===== config.mk =====
export PLATFORM = sky130hd
export DESIGN_NAME = ysyx_23060191_wbu_q_flat
export DESIGN_NICKNAME = d
export VERILOG_FILES = /design/src/rtl/ysyx_23060191_wbu_q_if.sv /design/src/rtl/ysyx_23060191_wbu_q.sv /design/src/flat_wrapper.sv
export SDC_FILE = /design/constraint.sdc
export NUM_CORES = 1
export LEC_CHECK = 0
export ABC_AREA = 1
export BUFFER_PORTS_ARGS = -buffer_cell sky130_fd_sc_hd__buf_4
export CORE_ASPECT_RATIO = 0.9
export CORE_MARGIN = 1
export CORE_UTILIZATION = 50
export CTS_CLUSTER_DIAMETER = 50
export DETAILED_ROUTE_END_ITERATION = 10
export HOLD_SLACK_MARGIN = 0.02
export PLACE_DENSITY = 0.71
export SYNTH_ARGS = -nofsm -noshare
export SYNTH_HDL_FRONTEND = slang
export SYNTH_SLANG_ARGS = --single-unit

===== constraint.sdc =====
create_clock -name clk -period 11.5 [get_ports clk]
set_input_delay 1.15 -clock clk [delete_from_list [all_inputs] [get_ports clk]]
set_output_delay 1.15 -clock clk [all_outputs]
set_load 0.02 [all_outputs]

===== src/rtl/ysyx_23060191_wbu_q_if.sv =====
// Bundle of handshake, write-port, commit and forwarding signals for the write-back retire queue.
// The slave side is the queue itself; the master side is the LSU / register-file environment.
interface ysyx_23060191_wbu_q_if #(
    parameter int CPU_WIDTH = 32,
    parameter int REG_AW    = 5,
    parameter int CSR_AW    = 12
);
    logic                 i_valid;
    logic                 o_ready;
    logic [CPU_WIDTH-1:0] i_exu_res;
    logic [CPU_WIDTH-1:0] i_lsu_res;
    logic                 i_load_en;
    logic                 i_rd_wen;
    logic [REG_AW-1:0]    i_rd_addr;
    logic                 i_csr_res_en;
    logic [CSR_AW-1:0]    i_csr_addr;
    logic [CPU_WIDTH-1:0] i_csr_res;
    logic [CPU_WIDTH-1:0] i_pc;
    logic                 i_wb_ready;
    logic                 o_rd_wen;
    logic [REG_AW-1:0]    o_rd_addr;
    logic [CPU_WIDTH-1:0] o_data_wr_Rd;
    logic                 o_wr_en_csr;
    logic [CSR_AW-1:0]    o_csr_addr;
    logic [CPU_WIDTH-1:0] o_data_wr_csr;
    logic                 o_commit_valid;
    logic [CPU_WIDTH-1:0] o_commit_pc;
    logic [REG_AW-1:0]    i_chk_addr;
    logic                 o_chk_hit;
    logic [CPU_WIDTH-1:0] o_chk_data;
    logic [63:0]          o_retire_cnt;

    modport slave (
        input  i_valid, i_exu_res, i_lsu_res, i_load_en, i_rd_wen, i_rd_addr,
               i_csr_res_en, i_csr_addr, i_csr_res, i_pc, i_wb_ready, i_chk_addr,
        output o_ready, o_rd_wen, o_rd_addr, o_data_wr_Rd, o_wr_en_csr, o_csr_addr,
               o_data_wr_csr, o_commit_valid, o_commit_pc, o_chk_hit, o_chk_data,
               o_retire_cnt
    );

    modport master (
        output i_valid, i_exu_res, i_lsu_res, i_load_en, i_rd_wen, i_rd_addr,
               i_csr_res_en, i_csr_addr, i_csr_res, i_pc, i_wb_ready, i_chk_addr,
        input  o_ready, o_rd_wen, o_rd_addr, o_data_wr_Rd, o_wr_en_csr, o_csr_addr,
               o_data_wr_csr, o_commit_valid, o_commit_pc, o_chk_hit, o_chk_data,
               o_retire_cnt
    );
endinterface


===== src/rtl/ysyx_23060191_wbu_q.sv =====
// Write-back retire queue: buffers completed instructions, retires one per granted cycle
// to the GPR/CSR write ports, and offers a forwarding lookup over still-queued results.
module ysyx_23060191_wbu_q #(
    parameter int CPU_WIDTH = 32,
    parameter int REG_AW    = 5,
    parameter int CSR_AW    = 12,
    parameter int DEPTH     = 4
) (
    input  logic                   clk,
    input  logic                   rst,
    ysyx_23060191_wbu_q_if.slave   bus
);
    localparam int PW = (DEPTH > 1) ? $clog2(DEPTH) : 1;
    localparam int CW = PW + 1;

    logic [PW-1:0] wr_ptr_q, wr_ptr_d;
    logic [PW-1:0] rd_ptr_q, rd_ptr_d;
    logic [CW-1:0] count_q, count_d;
    logic [63:0]   retire_cnt_q, retire_cnt_d;

    logic [CPU_WIDTH-1:0] rd_data_q  [DEPTH];
    logic                 rd_wen_q   [DEPTH];
    logic [REG_AW-1:0]    rd_addr_q  [DEPTH];
    logic                 csr_en_q   [DEPTH];
    logic [CSR_AW-1:0]    csr_addr_q [DEPTH];
    logic [CPU_WIDTH-1:0] csr_data_q [DEPTH];
    logic [CPU_WIDTH-1:0] pc_q       [DEPTH];

    logic empty, full, enq, deq;

    assign empty = (count_q == '0);
    assign full  = (count_q == CW'(DEPTH));
    assign enq   = bus.i_valid & ~full;
    assign deq   = ~empty & bus.i_wb_ready;

    always_ff @(posedge clk or posedge rst) begin
        if (rst) begin
            wr_ptr_q     <= '0;
            rd_ptr_q     <= '0;
            count_q      <= '0;
            retire_cnt_q <= '0;
        end else begin
            wr_ptr_q     <= wr_ptr_d;
            rd_ptr_q     <= rd_ptr_d;
            count_q      <= count_d;
            retire_cnt_q <= retire_cnt_d;
        end
    end

    // Payload storage needs no reset: validity is defined purely by pointers and count.
    always_ff @(posedge clk) begin
        if (enq) begin
            rd_data_q[wr_ptr_q]  <= bus.i_load_en ? bus.i_lsu_res : bus.i_exu_res;
            rd_wen_q[wr_ptr_q]   <= bus.i_rd_wen & (bus.i_rd_addr != '0);
            rd_addr_q[wr_ptr_q]  <= bus.i_rd_addr;
            csr_en_q[wr_ptr_q]   <= bus.i_csr_res_en;
            csr_addr_q[wr_ptr_q] <= bus.i_csr_addr;
            csr_data_q[wr_ptr_q] <= bus.i_csr_res;
            pc_q[wr_ptr_q]       <= bus.i_pc;
        end
    end

    always_comb begin
        wr_ptr_d     = wr_ptr_q;
        rd_ptr_d     = rd_ptr_q;
        count_d      = count_q;
        retire_cnt_d = retire_cnt_q;
        if (enq) begin
            wr_ptr_d = wr_ptr_q + PW'(1);
        end
        if (deq) begin
            rd_ptr_d     = rd_ptr_q + PW'(1);
            retire_cnt_d = retire_cnt_q + 64'd1;
        end
        case ({enq, deq})
            2'b10:   count_d = count_q + CW'(1);
            2'b01:   count_d = count_q - CW'(1);
            default: count_d = count_q;
        endcase
    end

    // Walk oldest to youngest so the last match (youngest producer) wins; rd 0 never has wen set.
    logic                 chk_hit;
    logic [CPU_WIDTH-1:0] chk_data;
    logic [PW-1:0]        chk_idx;

    always_comb begin
        chk_hit  = 1'b0;
        chk_data = '0;
        chk_idx  = '0;
        for (int k = 0; k < DEPTH; k++) begin
            chk_idx = rd_ptr_q + PW'(k);
            if ((CW'(k) < count_q) && rd_wen_q[chk_idx] &&
                (rd_addr_q[chk_idx] == bus.i_chk_addr)) begin
                chk_hit  = 1'b1;
                chk_data = rd_data_q[chk_idx];
            end
        end
    end

    assign bus.o_ready        = ~full;
    assign bus.o_commit_valid = deq;
    assign bus.o_rd_wen       = deq & rd_wen_q[rd_ptr_q];
    assign bus.o_wr_en_csr    = deq & csr_en_q[rd_ptr_q];
    assign bus.o_rd_addr      = empty ? '0 : rd_addr_q[rd_ptr_q];
    assign bus.o_data_wr_Rd   = empty ? '0 : rd_data_q[rd_ptr_q];
    assign bus.o_csr_addr     = empty ? '0 : csr_addr_q[rd_ptr_q];
    assign bus.o_data_wr_csr  = empty ? '0 : csr_data_q[rd_ptr_q];
    assign bus.o_commit_pc    = empty ? '0 : pc_q[rd_ptr_q];
    assign bus.o_chk_hit      = chk_hit;
    assign bus.o_chk_data     = chk_data;
    assign bus.o_retire_cnt   = retire_cnt_q;
endmodule


===== src/flat_wrapper.sv =====
// flat-port wrapper written by rule: the top's interface ports become plain ports
module ysyx_23060191_wbu_q_flat 
#(
    parameter int CPU_WIDTH = 32,
    parameter int REG_AW    = 5,
    parameter int CSR_AW    = 12,
    parameter int DEPTH     = 4
)
  (clk, rst, bus_i_valid, bus_i_exu_res, bus_i_lsu_res, bus_i_load_en, bus_i_rd_wen, bus_i_rd_addr, bus_i_csr_res_en, bus_i_csr_addr, bus_i_csr_res, bus_i_pc, bus_i_wb_ready, bus_i_chk_addr, bus_o_ready, bus_o_rd_wen, bus_o_rd_addr, bus_o_data_wr_Rd, bus_o_wr_en_csr, bus_o_csr_addr, bus_o_data_wr_csr, bus_o_commit_valid, bus_o_commit_pc, bus_o_chk_hit, bus_o_chk_data, bus_o_retire_cnt);
  ysyx_23060191_wbu_q_if #(.CPU_WIDTH(CPU_WIDTH), .REG_AW(REG_AW), .CSR_AW(CSR_AW)) bus_i ();
  input  logic clk;
  input  logic rst;
  input wire logic [$bits(bus_i.i_valid)-1:0] bus_i_valid;
  input wire logic [$bits(bus_i.i_exu_res)-1:0] bus_i_exu_res;
  input wire logic [$bits(bus_i.i_lsu_res)-1:0] bus_i_lsu_res;
  input wire logic [$bits(bus_i.i_load_en)-1:0] bus_i_load_en;
  input wire logic [$bits(bus_i.i_rd_wen)-1:0] bus_i_rd_wen;
  input wire logic [$bits(bus_i.i_rd_addr)-1:0] bus_i_rd_addr;
  input wire logic [$bits(bus_i.i_csr_res_en)-1:0] bus_i_csr_res_en;
  input wire logic [$bits(bus_i.i_csr_addr)-1:0] bus_i_csr_addr;
  input wire logic [$bits(bus_i.i_csr_res)-1:0] bus_i_csr_res;
  input wire logic [$bits(bus_i.i_pc)-1:0] bus_i_pc;
  input wire logic [$bits(bus_i.i_wb_ready)-1:0] bus_i_wb_ready;
  input wire logic [$bits(bus_i.i_chk_addr)-1:0] bus_i_chk_addr;
  output wire logic [$bits(bus_i.o_ready)-1:0] bus_o_ready;
  output wire logic [$bits(bus_i.o_rd_wen)-1:0] bus_o_rd_wen;
  output wire logic [$bits(bus_i.o_rd_addr)-1:0] bus_o_rd_addr;
  output wire logic [$bits(bus_i.o_data_wr_Rd)-1:0] bus_o_data_wr_Rd;
  output wire logic [$bits(bus_i.o_wr_en_csr)-1:0] bus_o_wr_en_csr;
  output wire logic [$bits(bus_i.o_csr_addr)-1:0] bus_o_csr_addr;
  output wire logic [$bits(bus_i.o_data_wr_csr)-1:0] bus_o_data_wr_csr;
  output wire logic [$bits(bus_i.o_commit_valid)-1:0] bus_o_commit_valid;
  output wire logic [$bits(bus_i.o_commit_pc)-1:0] bus_o_commit_pc;
  output wire logic [$bits(bus_i.o_chk_hit)-1:0] bus_o_chk_hit;
  output wire logic [$bits(bus_i.o_chk_data)-1:0] bus_o_chk_data;
  output wire logic [$bits(bus_i.o_retire_cnt)-1:0] bus_o_retire_cnt;
  assign bus_i.i_valid = bus_i_valid;
  assign bus_i.i_exu_res = bus_i_exu_res;
  assign bus_i.i_lsu_res = bus_i_lsu_res;
  assign bus_i.i_load_en = bus_i_load_en;
  assign bus_i.i_rd_wen = bus_i_rd_wen;
  assign bus_i.i_rd_addr = bus_i_rd_addr;
  assign bus_i.i_csr_res_en = bus_i_csr_res_en;
  assign bus_i.i_csr_addr = bus_i_csr_addr;
  assign bus_i.i_csr_res = bus_i_csr_res;
  assign bus_i.i_pc = bus_i_pc;
  assign bus_i.i_wb_ready = bus_i_wb_ready;
  assign bus_i.i_chk_addr = bus_i_chk_addr;
  assign bus_o_ready = bus_i.o_ready;
  assign bus_o_rd_wen = bus_i.o_rd_wen;
  assign bus_o_rd_addr = bus_i.o_rd_addr;
  assign bus_o_data_wr_Rd = bus_i.o_data_wr_Rd;
  assign bus_o_wr_en_csr = bus_i.o_wr_en_csr;
  assign bus_o_csr_addr = bus_i.o_csr_addr;
  assign bus_o_data_wr_csr = bus_i.o_data_wr_csr;
  assign bus_o_commit_valid = bus_i.o_commit_valid;
  assign bus_o_commit_pc = bus_i.o_commit_pc;
  assign bus_o_chk_hit = bus_i.o_chk_hit;
  assign bus_o_chk_data = bus_i.o_chk_data;
  assign bus_o_retire_cnt = bus_i.o_retire_cnt;
  ysyx_23060191_wbu_q #(.CPU_WIDTH(CPU_WIDTH), .REG_AW(REG_AW), .CSR_AW(CSR_AW), .DEPTH(DEPTH)) u_core (.clk(clk), .rst(rst), .bus(bus_i));
endmodule

# Word-level counts from Yosys, hierarchy flattened
# Memories as Yosys holds them, arrays and structs flattened.
# Index checks and enable logic that the tools add are counted.
# totals
elab_cells,64
output_inout_bits,214
ram_bits,460
inputBits,157
memories,7
reg_bits,71
# classes
n_lt_le_gt_ge,4
bitwise_logic,7
reduce_logical,11
add_sub_neg,7
mux,17
eq_ne,7
# memory_table
name,words,word_bits,rd,rd_ports_with_merged_regs,wr,line,rtl
u_core.csr_data_q,4,32,1,0,1,ysyx_23060191_wbu_q.sv:26,logic [CPU_WIDTH-1:0] csr_data_q [DEPTH];
u_core.pc_q,4,32,1,0,1,ysyx_23060191_wbu_q.sv:27,logic [CPU_WIDTH-1:0] pc_q [DEPTH];
u_core.rd_data_q,4,32,4,0,1,ysyx_23060191_wbu_q.sv:21,logic [CPU_WIDTH-1:0] rd_data_q [DEPTH];
u_core.csr_addr_q,4,12,1,0,1,ysyx_23060191_wbu_q.sv:25,logic [CSR_AW-1:0] csr_addr_q [DEPTH];
u_core.rd_addr_q,4,5,4,0,1,ysyx_23060191_wbu_q.sv:23,logic [REG_AW-1:0] rd_addr_q [DEPTH];
u_core.csr_en_q,4,1,1,0,1,ysyx_23060191_wbu_q.sv:24,logic csr_en_q [DEPTH];
1 more memories,-,-,-,-,-,-,
# ops
operator,n
$mux 32,8
$add 64x1->64 const B,1
$eq 5x5->1,4
$mux 12,1
$logic_and 1x1->1,8
$lt 1x3->1 const A,2
$lt 2x3->1 const A,2
$mux 1,6
$pmux 3 s2,1
$and 1x1->1,5
$mux 5,1
$reduce_bool 5->1,1
$add 2x1->2 const B,2
$add 2x2->2 const B,2
$add 3x1->3 const B,1
$eq 3x3->1 const B,1
$logic_not 3->1,1
$sub 3x1->3 const B,1
$eq 2x1->1 const B,1
$eq 2x2->1 const B,1
$not 1->1,2
$reduce_bool 2->1,1

# Logic depth before layout (Yosys ltp)
# Gate-level depths: netlist of the first run.
# depth
depth_word,7
mapped_depth,18
depth_no_buf,14

# Least setup slack after synthesis of the first run
# Ideal clock, no wire load.
# synth_path
path_type,input-to-reg
from,input port bus_i_valid
to,"memory u_core.csr_addr_q[0][0], enable pin"
path_stages,2
path_buffers,0
setup_slack_ps,4789
setup_time_ps,591
t_arrival_ps,6121
t_required_ps,10909
path_cell_list,nand2_1 > nor2_1
# synth_via
elab_chain_cells,3
# synth_lines
element,line,rtl
from (decl),flat_wrapper.sv:13,input wire logic [$bits(bus_i.i_valid)-1:0] bus_i_valid;
$and 1x1->1,ysyx_23060191_wbu_q.sv:33,assign enq = bus.i_valid & ~full;
$mux 1,ysyx_23060191_wbu_q.sv:52,if (enq) begin
$mux 1 (implied by the code),ysyx_23060191_wbu_q.sv:57,csr_addr_q[wr_ptr_q] <= bus.i_csr_addr;
to (decl),ysyx_23060191_wbu_q.sv:25,
# Every way passes these cells.

# Worst setup path in the final report of the first run
# layout_path
from,register u_core.rd_ptr_q[0]
to,output port bus_o_chk_data[3]
# layout_via
elab_chain_cells,7
elab_cells_between_ends,22
cone_classes,add/sub (3); eq/ne (4); mux (4); reduce/logical (8); memory (3)
# layout_lines
element,line,rtl
from (decl),ysyx_23060191_wbu_q.sv:17,"logic [PW-1:0] rd_ptr_q, rd_ptr_d;"
from (signal assigned),ysyx_23060191_wbu_q.sv:44,rd_ptr_q <= rd_ptr_d;
$add 2x1->2 (tied with other cells),ysyx_23060191_wbu_q.sv:92,chk_idx = rd_ptr_q + PW'(k);
$mem_v2 4x5 (tied with other cells),-,
$eq 5x5->1 or $logic_and 1x1->1 (tied branches),"ysyx_23060191_wbu_q.sv:94, ysyx_23060191_wbu_q.sv:93",
$logic_and 1x1->1 or $mux 32 (tied branches),ysyx_23060191_wbu_q.sv:93,if ((CW'(k) < count_q) && rd_wen_q[chk_idx] &&
$mux 32 (2 in series),ysyx_23060191_wbu_q.sv:93,
$mux 32 (*),ysyx_23060191_wbu_q.sv:93,
to (decl),flat_wrapper.sv:35,output wire logic [$bits(bus_i.o_chk_data)-1:0] bus_o_chk_data;
# Mark *: on every way between the ends. The rest lies on a longest branch, timed or not.

==> results of run 1 <==
-- stage by stage --
stage | hold slack [ns] | power (W) | instances | cell area (um2)
final | 0.508 | 0.00814 | 3660 | 30700
after detailed placement | 0.501 | 0.00637 | 3553 | 28800
after global routing | 0.532 | 0.00861 | 3659 | 30700
after global placement | 0.475 | 0.00631 | 3553 | 28800
after CTS | 0.515 | 0.00816 | 3656 | 30700
after floorplan | 0.478 | 0.00506 | 2638 | 25700
-- per-layer routing --
metal	GRT usage, %	vias up
met2	42.9	768
li1	-	9724
met3	5.92	135
met1	33.5	9854
met4	10.1	0
met5	0	-
-- cell type report --
type / instances / area share, %
sequential: 531 / 50.9
multi-input combinational: 1774 / 28.5
timing repair buffer: 395 / 9.67
clock buffer: 71 / 4.89
tap: 680 / 2.77
inverter: 173 / 2.14
clock inverter: 32 / 1.11
antenna: 4 / 0.0326
-- cell usage in the layout, fill, tap and decap left out, drive strengths merged --
master    instances
or4               1
nor2            293
a22oi            77
nand4            32
nand2           641
a31oi            77
a21oi             2
dfrtp            71
or2               3
clkbuf           71
nand3b            1
o31ai             1
mux2             32
inv             174
nor4              3
clkinv           23
buf             395
diode             4
and3              1
xor2             44
ha               10
nor4b             1
nand3           229
and3b             1
bufinv            5
edfxtp          460
xnor2            19
clkinvlp          3
o21ai           243
nor3             30
o211ai           33
-- synthesized netlist by cell type, types with 2 or more instances --
library cell,number
nand3_1,229
inv_2,2
buf_1,22
buf_2,39
nor2_1,290
buf_6,6
mux2_2,32
nand2_1,636
xnor2_1,19
buf_4,15
o211ai_1,33
a21oi_1,2
ha_1,10
nand4_1,32
o21ai_0,238
o21ai_1,5
clkbuf_1,78
a22oi_1,77
nor4_1,3
edfxtp_1,460
nor2_2,3
dfrtp_1,71
xor2_1,44
nor3_1,29
nand2_2,3
inv_1,169
or2_1,2
a31oi_1,77
nand2_4,2
-- worst max path at each step --
stage,startpoint,cells after the start,slack [ns],to
5_1_grt,u_core.rd_ptr_q[0],14,4.74,bus_o_chk_data[6]
3_5_place_dp,u_core.rd_ptr_q[0],14,5.89,bus_o_chk_data[3]
2_1_floorplan,bus_i_valid,2,4.79,u_core.csr_addr_q[0][0]
3_3_place_gp,u_core.rd_ptr_q[0],14,5.98,bus_o_chk_data[6]
6_report,u_core.rd_ptr_q[0],14,5.19,bus_o_chk_data[3]
4_1_cts,u_core.rd_ptr_q[0],14,5.19,bus_o_chk_data[3]
-- state kept, by name, indices dropped and copies added (netlist names) --
register / count
u_core.bus.o_retire_cnt: 64
u_core.csr_data_q: 128
u_core.rd_ptr_q: 2
u_core.rd_data_q: 128
u_core.csr_addr_q: 48
u_core.wr_ptr_q: 2
u_core.rd_wen_q: 4
u_core.count_q: 3
u_core.pc_q: 128
u_core.rd_addr_q: 20
u_core.csr_en_q: 4
-- where the power goes --
part	switching, W	total (W)	leakage [nW]	internal (W)
clock	0.000748	0.00179	0.880	0.00104
sequential	0.000197	0.00269	5.11	0.00249
combinational	0.00252	0.00366	6.37	0.00115
-- tightest hold or removal path: cells and delay by family (launching register included) --
family,cells,cell delay [ns]
DFF,1,0.36
and+or+nand+nor,2,0.11
-- logic make-up (layout without fill, tap and decap cells) --
kind of cell    after synthesis  after routing  share of synthesized area, %
flops                       531            531                          60.7
simple gates               1236           1236                          19.9
mux                          32             32                          1.40
compound gates              433            433                          9.89
buf+inv                     333            671                          5.48
xor+xnor                     63             63                          2.15
fa+ha+maj                    10             10                         0.487
other cells                   0              4                             0
==> results.sh, run 1 <==
export IMPL_outcome="finished clean"
export IMPL_initial_utilization_pct=50.8
export IMPL_rrSetupSlack_ns=7.35
export IMPL_dieWidth_um=241
export IMPL_worstPathArrival_ns=5.16
export IMPL_core_mm2=0.0506
export IMPL_gr_usage_all_layers_pct=26.1
export IMPL_synth_largest_area_cell="edfxtp_1"
export IMPL_cap_violations=0
export IMPL_drv_slew=0
export IMPL_crit_type="flip-flop to primary output"
export IMPL_wl_met2_um=33500
export IMPL_fin_setup_tns_ns=0
export IMPL_rows=78
export IMPL_crit_path_end_kind="primary output"
export IMPL_setup_viol=0
export IMPL_dp_final_hpwl_um=43200
export IMPL_nFillCells=4188
export IMPL_tightest_slew_ns=1.30
export IMPL_wl_met1_um=28400
export IMPL_nets=3099
export IMPL_h_tree_depth=2
export IMPL_slew_headroom_pct=13.3
export IMPL_ys_seq_area_share_pct=60.7
export IMPL_multiInputGateArea_mm2=0.00875
export IMPL_top_layer="met4"
export IMPL_startpoint_type="flip-flop"
export IMPL_hold_start="u_core.bus.o_retire_cnt[63]"
export IMPL_cts_root_buf="clkbuf_16"
export IMPL_vias_per_cell=5.60
export IMPL_grt_max_degree=139
export IMPL_fin_ws_ns=5.19
export IMPL_synth_edf_count=460
export IMPL_rr_worst_depth=7
export IMPL_power_density_mw_per_mm2=265
export IMPL_rsz0062_at_grt="false"
export IMPL_fin_util_pct=60.7
export IMPL_cts_tree="built"
export IMPL_crit_chain="inv_6 -> nand2_2 -> nand2_2 -> buf_4 -> nand2_1 -> nand3_1 -> nand4_1 -> nor2_1 -> nand2_1 -> nor2_4 -> buf_4 -> o211ai_1 -> nand2_1 -> buf_4"
export IMPL_numClockSinks=531
export IMPL_hold_viol=0
export IMPL_pin_count=371
export IMPL_clk_latency_ns=0.64
export IMPL_worstPathMaxFanout=101
export IMPL_skew_ns=0.0435
export IMPL_place_gp_congestion=0.933
export IMPL_first_pass_iters=7
export IMPL_synthesis_area_mm2=0.0257
export IMPL_antenna_found_initial=3
export IMPL_wl_per_cell_um=19.0
export IMPL_fmax_mhz=159
export IMPL_crit_family="buffers and inverters"
export IMPL_ff_latch_area_mm2=0.0156
export IMPL_cts_resized=0
export IMPL_grt_overflow=0
export IMPL_ir_drop_v=0.000254
export IMPL_die_area_mm2=0.0523
export IMPL_wirelength_um=69400
export IMPL_syn_num_nets=2805
export IMPL_ys_types=39
export IMPL_drtIter0Drc=1802
export IMPL_antenna_left=0
export IMPL_r2r_start="u_core.count_q[0]"
export IMPL_fin_crit_ns=6.31
export IMPL_post_route_period_util_pct=54.9
export IMPL_fp_dieH_um=217
export IMPL_grt_pass1_wl_um=106000
export IMPL_synth_area_leaders="edfxtp_1 54%, nand2_1 9.3%, dfrtp_1 6.9%, o21ai_0 4.6%, nand3_1 4.5%"
export IMPL_ys_warn_count=0
export IMPL_yosys_most_used_dff="edfxtp_1"
export IMPL_total_leakage_power_nw=12.4
export IMPL_critPathRequiredTime_ns=10.35
export IMPL_ctsHoldBuffers=0
export IMPL_drc_errors=0
export IMPL_netlist_instances=2638
export IMPL_max_stage_delay_ns=0.79
export IMPL_holdPathStages=2
export IMPL_synthArstFlopShare_pct=13.4
export IMPL_io_buffers=370
export IMPL_slowest_stage="dfrtp_4"
export IMPL_holdPathEnd="u_core.bus.o_retire_cnt[63]"
export IMPL_post_route_cells_drive_above_1_share_pct=17.7
export IMPL_clk_pin_slew_ns=0.06
export IMPL_syn_area_per_cell_um2=9.74
export IMPL_synth_seq_cells=531
export IMPL_dp_slack_ns=5.89
export IMPL_dr_wl_met3_um=5510
export IMPL_yosysTopAreaCellShare_pct=53.8
export IMPL_post_cts_buffers=0
export IMPL_first_global_vias=19600
export IMPL_syn_to_final_growth_pct=19.4
export IMPL_cts_buffer_depth=3
export IMPL_cts_buffers=57
export IMPL_cp_num_buf_inv=4
export IMPL_hold_class="flip-flop to flip-flop"
export IMPL_vias=20500
export IMPL_timing_rr_end="u_core.rd_addr_q[3][0]"
Note: power is estimated with default switching activity, not from simulation.
==> inputs of run 2 (changes only) <==
==> constraint.sdc (replaced) <==
create_clock -name clk -period 6.2 [get_ports clk]
set_input_delay 0.62 -clock clk [delete_from_list [all_inputs] [get_ports clk]]
set_output_delay 0.62 -clock clk [all_outputs]
set_load 0.02 [all_outputs]
==> run 2 against run 1 <==
Effect of this change: utilization is 0.15 points higher; sequential power is 81% higher; worst hold slack worse by 0.32 ns; non-clock buffer count is 7 higher; setup slack worse by 4.2 ns; sequential cell count stayed put; die area stayed put; register-to-register slack worse by 4.6 ns; critical endpoint is now bus_o_chk_data[5]; highest routed layer unchanged.
==> results.sh, run 2 (synthesis gave the netlist of run 1 again) <==
export IMPL_skew_ns=0.0297
export IMPL_total_leakage_power_nw=12.4
export IMPL_tightest_slew_ns=1.14
export IMPL_cts_resized=0
export IMPL_vias=20500
export IMPL_drc_errors=0
export IMPL_syn_to_final_growth_pct=19.6
export IMPL_crit_type="flip-flop to primary output"
export IMPL_cts_tree="built"
export IMPL_fin_ws_ns=0.999
export IMPL_worstPathMaxFanout=240
export IMPL_busiest_layer="met2"
export IMPL_dp_final_hpwl_um=44600
export IMPL_fp_dieH_um=217
export IMPL_gr_usage_all_layers_pct=26.4
export IMPL_ir_drop_v=0.000469
export IMPL_hold_class="input pin to flip-flop"
export IMPL_seqPwrFrac_pct=32.1
export IMPL_post_route_period_util_pct=83.9
export IMPL_intPower_w=0.00872
export IMPL_power_total_w=0.0152
export IMPL_use_met1_pct=34.8
export IMPL_switchingPower_w=0.00644
export IMPL_cap_violations=0
export IMPL_hold_viol=0
export IMPL_dpl_cell_area_mm2=0.0289
export IMPL_first_global_vias=19700
export IMPL_clk_pin_slew_ns=0.06
export IMPL_antenna_found_initial=2
export IMPL_drv_slew=0
export IMPL_worstPathArrival_ns=4.58
export IMPL_timing_hold_ws_ns=0.191
export IMPL_max_stage_delay_ns=0.69
export IMPL_rows=78
export IMPL_fin_setup_tns_ns=0
export IMPL_drtIter0Drc=1772
export IMPL_fmax_mhz=192
export IMPL_layout_commonest_cell="nand2_1"
export IMPL_mostFrequentLayoutCells="636 x nand2_1, 460 x edfxtp_1, 401 x buf_4, 284 x nor2_1, 238 x o21ai_0"
export IMPL_grt_max_degree=241
export IMPL_pin_count=371
export IMPL_grt_overflow=0
export IMPL_wl_per_cell_um=19.0
export IMPL_slew_headroom_pct=23.8
export IMPL_critPathRequiredTime_ns=5.58
export IMPL_h_tree_depth=2
export IMPL_p_clk_share_pct=22.0
export IMPL_power_density_mw_per_mm2=493
export IMPL_vias_per_cell=5.58
export IMPL_use_met2_pct=43.5
export IMPL_rsz0062_at_grt="false"
export IMPL_crit_chain="buf_12 -> nand2_1 -> nand2_4 -> nand2_1 -> nand3_1 -> nand2_1 -> nor2_1 -> nand3_2 -> buf_4 -> nor2_1 -> nor2_1 -> nand2_1 -> nand2_1 -> nand2_1 -> buf_4"
export IMPL_cts_buffers=57
export IMPL_fin_crit_ns=5.20
export IMPL_io_buffers=370
export IMPL_clk_latency_ns=0.62
export IMPL_die_area_mm2=0.0523
export IMPL_startpoint_type="flip-flop"
export IMPL_crit_path_frequent_cell="nand2_1"
export IMPL_numClockSinks=531
export IMPL_antenna_left=0
export IMPL_netSwitchingFraction_pct=42.5
export IMPL_ctsHoldBuffers=0
export IMPL_design_area_mm2=0.0307
export IMPL_post_route_cells_drive_above_1_share_pct=18.0
export IMPL_cts_buffer_depth=3
export IMPL_cts_root_buf="clkbuf_16"
export IMPL_p_comb_share_pct=45.8
export IMPL_first_pass_iters=7
export IMPL_initial_utilization_pct=50.8
export IMPL_place_gp_congestion=0.898
export IMPL_slowest_stage="buf_12"
export IMPL_nets=3106
export IMPL_met3_usage_pct=5.38
export IMPL_setup_viol=0
export IMPL_core_mm2=0.0506
export IMPL_dieWidth_um=241
export IMPL_post_cts_buffers=0
export IMPL_reg_largest_list="u_core.csr_data_q x128, u_core.pc_q x128, u_core.rd_data_q x128"
export IMPL_crit_path_end_kind="primary output"
export IMPL_wirelength_um=69600
export IMPL_dp_slack_ns=1.64
export IMPL_grt_pass1_wl_um=107000
export IMPL_outcome="finished clean"
-- run 2: through the flow --
step,utilization (%),std cells
4_1_cts,60.8,3664
5_1_grt,60.8,3666
2_1_floorplan,-,2638
3_5_place_dp,57.1,3560
6_report,60.8,3666
3_3_place_gp,57.1,3560
-- run 2: layout make-up --
cell class                      count  area [um2]
Antenna cell                        2        5.00
Sequential cell                   531       15600
Timing Repair Buffer              402        3030
Clock buffer                       76        1570
Fill cell                        4231       19800
Multi-Input combinational cell   1774        8750
Clock inverter                     28         280
Tap cell                          680         851
Inverter                          173         657
-- run 2: power groups by stage --
stage	registers [W]	logic [W]	clock network, W
6_report	0.00487	0.00694	0.00334
3_5_place_dp	0.00494	0.00692	0
3_3_place_gp	0.00491	0.00684	0
5_1_grt	0.00492	0.00756	0.00354
4_1_cts	0.00487	0.00695	0.00339
2_1_floorplan	0.00498	0.00442	0
-- run 2: path summary, 6_finish.rpt --
check / start / end / slack, ns / cells after the start
setup / recovery: u_core.rd_ptr_q[0] / bus_o_chk_data[5] / 1.0 / 15
min in group asynchronous: rst / u_core.bus.o_retire_cnt[12] / 0.30 / 3
hold / removal: bus_i_csr_res[18] / u_core.csr_data_q[3][18] / 0.19 / 1
hold reg to reg: u_core.bus.o_retire_cnt[63] / u_core.bus.o_retire_cnt[63] / 0.50 / 2
setup reg to reg: u_core.count_q[0] / u_core.bus.o_retire_cnt[63] / 2.79 / 15
max in group asynchronous: rst / u_core.rd_ptr_q[1] / 5.19 / 3
-- run 2: worst max-delay path, delay by kind of cell, from the launching register on --
kind                   cells  cell delay [ns]
AND/OR/NAND/NOR           12             2.10
buffers and inverters      3             1.24
flip-flops                 1             0.45
-- run 2: routing by layer --
layer | vias up | routed length, um
met3 | 117 | 5340
met1 | 9893 | 29200
met2 | 722 | 33300
met5 | - | 0
li1 | 9739 | -
met4 | 0 | 1690
==> inputs of run 3 (changes only) <==
==> constraint.sdc (replaced) <==
create_clock -name clk -period 5.1 [get_ports clk]
set_input_delay 0.51 -clock clk [delete_from_list [all_inputs] [get_ports clk]]
set_output_delay 0.51 -clock clk [all_outputs]
set_load 0.02 [all_outputs]
==> run 3 against run 2 <==
Effect of this change: sequential power up 21%; global-route usage fell by 0.39 points; first-iteration DRC count fell by 14%; power grew 22%; utilization up 0.25 points; cell area is 0.42% higher; sequential share of layout area down 0.21 points; worst hold slack got worse by 0.12 ns; clock skew increased by 0.016 ns; die area is the same; via count decreased by 0.45%; routed wire length is 1.3% lower; largest power group unchanged.
==> results.sh, run 3 (synthesis gave the netlist of run 1 again) <==
export IMPL_crit_family="simple AND/OR/NAND/NOR gates"
export IMPL_clk_latency_ns=0.63
export IMPL_multiInputGateArea_mm2=0.00875
export IMPL_seqPwrFrac_pct=31.7
export IMPL_drc_errors=0
export IMPL_worstPathArrival_ns=4.18
export IMPL_dpl_cell_area_mm2=0.0289
export IMPL_mostFrequentLayoutCells="636 x nand2_1, 460 x edfxtp_1, 398 x buf_4, 284 x nor2_1, 238 x o21ai_0"
export IMPL_fp_dieH_um=217
export IMPL_nets=3107
export IMPL_grt_overflow=0
export IMPL_fin_cells=3668
export IMPL_max_stage_delay_ns=0.63
export IMPL_hold_class="input pin to flip-flop"
export IMPL_cts_buffers=56
export IMPL_vias_per_cell=5.56
export IMPL_startpoint_type="flip-flop"
export IMPL_first_pass_iters=8
export IMPL_slew_headroom_pct=20.2
export IMPL_place_inst=3561
export IMPL_timing_hold_ws_ns=0.0732
export IMPL_initial_utilization_pct=50.8
export IMPL_outcome="finished clean"
export IMPL_hold_viol=0
export IMPL_cts_buffer_depth=3
export IMPL_wirelength_um=68700
export IMPL_cts_root_buf="clkbuf_16"
export IMPL_switchingPower_w=0.00781
export IMPL_dieWidth_um=241
export IMPL_fin_crit_ns=4.69
export IMPL_ff_latch_area_mm2=0.0156
export IMPL_first_global_vias=19300
export IMPL_netSwitchingFraction_pct=42.1
export IMPL_total_leakage_power_nw=12.5
export IMPL_slowest_stage="buf_4"
export IMPL_p_comb_share_pct=45.8
export IMPL_drv_slew=0
export IMPL_place_gp_congestion=0.941
export IMPL_grt_max_degree=99
export IMPL_cp_num_buf_inv=3
export IMPL_antenna_found_initial=0
export IMPL_power_total_w=0.0185
export IMPL_worstPathMaxFanout=81
export IMPL_h_tree_depth=2
export IMPL_grt_pass1_wl_um=106000
export IMPL_rrSetupSlack_ns=2.14
export IMPL_nFillCells=4183
export IMPL_syn_to_final_growth_pct=20.1
export IMPL_numClockSinks=531
export IMPL_skew_ns=0.0462
export IMPL_cts_tree="built"
export IMPL_clk_pin_slew_ns=0.06
export IMPL_crit_path_frequent_cell="nand2_1"
export IMPL_reg_largest_list="u_core.csr_data_q x128, u_core.pc_q x128, u_core.rd_data_q x128"
export IMPL_rsz0062_at_grt="false"
export IMPL_p_clk_share_pct=22.5
export IMPL_drtIter0Drc=1525
export IMPL_setup_viol=0
export IMPL_crit_chain="buf_4 -> nand2_1 -> nand2_4 -> nand2_1 -> nand3_1 -> nand2_1 -> nor2_1 -> nand3_2 -> buf_4 -> nor2_1 -> nor2_1 -> nand2_1 -> nand2_1 -> nand2_1 -> buf_4"
export IMPL_pin_count=371
export IMPL_intPower_w=0.0107
export IMPL_layout_commonest_cell="nand2_1"
export IMPL_r2r_start="u_core.count_q[0]"
export IMPL_fin_setup_tns_ns=0
export IMPL_timing_rr_end="u_core.rd_data_q[3][8]"
export IMPL_rr_worst_depth=6
export IMPL_holdPathEnd="u_core.csr_addr_q[0][6]"
export IMPL_antenna_left=0
export IMPL_design_area_mm2=0.0309
export IMPL_gr_usage_all_layers_pct=26.0
export IMPL_rows=78
export IMPL_ir_drop_v=0.000395
export IMPL_wl_per_cell_um=18.7
export IMPL_hold_start="bus_i_csr_addr[6]"
export IMPL_critPathRequiredTime_ns=4.59
export IMPL_io_buffers=370
export IMPL_fmax_mhz=213
export IMPL_vias=20400
export IMPL_tightest_slew_ns=1.20
export IMPL_post_route_period_util_pct=92.0
export IMPL_die_area_mm2=0.0523
export IMPL_dp_final_hpwl_um=42900
export IMPL_power_density_mw_per_mm2=601
export IMPL_crit_type="flip-flop to primary output"
export IMPL_num_antenna_cells=0
export IMPL_post_route_cells_drive_above_1_share_pct=18.1
export IMPL_crit_path_end_kind="primary output"
export IMPL_core_mm2=0.0506
export IMPL_holdPathStages=1
export IMPL_cap_violations=0
==> run 3: cell count changes in the layout (fill, tap and decap cells not counted), sizes merged <==
cell         delta
clkinv          +2
clkinvlp        +3
diode           -2
buf             +1
dlygate4sd3     +1
clkbuf          -7
bufinv          +4
==> run 3: final cells by class <==
cell class	count	area share, %
Sequential cell	531	50.5
Multi-Input combinational cell	1774	28.3
Timing Repair Buffer	404	10.0
Clock buffer	69	4.77
Tap cell	680	2.76
Inverter	173	2.13
Clock inverter	37	1.46
==> run 3: worst register-to-register path, stage by stage (launching register included) <==
cell and delay, ns:
dfrtp_1 0.46, inv_1 0.12, ha_1 0.22, nand2_1 0.15, nand2_1 0.35, nor2_4 0.82, buf_12 0.47
==> run 3: power groups by stage <==
stage | Sequential (W) | Clock, W | Combinational (W)
after CTS | 0.00587 | 0.00425 | 0.00851
after global routing | 0.00593 | 0.00442 | 0.00927
final | 0.00588 | 0.00417 | 0.00850
after detailed placement | 0.00596 | 0 | 0.00848
after floorplan | 0.00605 | 0 | 0.00537
after global placement | 0.00593 | 0 | 0.00836
==> run 3: layer usage <==
metal,vias up,GRT usage [%],routed length [um]
li1,9740,-,-
met1,9749,34.3,28800
met2,764,42.1,32500
met3,126,6.06,5590
met4,0,8.90,1820
met5,-,0,0
==> run 3: metrics by stage <==
stage	setup slack, ns	utilization (%)
finish	0.409	61.1
global route	0.0317	61.1
CTS	0.423	61.1
detailed placement	1.08	57.2
global placement	1.20	57.2
floorplan	-1.40	-
==> run 3: how the worst max path moves through the flow <==
stage                                   from                       to  slack, ns  depth (start not counted)
after global routing      u_core.rd_ptr_q[0]       bus_o_chk_data[19]       0.03                         15
after detailed placement  u_core.rd_ptr_q[0]       bus_o_chk_data[26]       1.08                         15
final                     u_core.rd_ptr_q[0]       bus_o_chk_data[27]       0.41                         15
after global placement    u_core.rd_ptr_q[0]       bus_o_chk_data[16]       1.20                         15
after CTS                 u_core.rd_ptr_q[0]       bus_o_chk_data[26]       0.42                         15
after floorplan            u_core.count_q[0]  u_core.csr_addr_q[0][0]      -1.40                          5
==> run 3: what timing repair did <==
item                      in CTS  in global routing
resized for setup              0                  0
hold endpoints to repair       3                  0
buffers inserted               0                  0
hold buffers                   1                  0
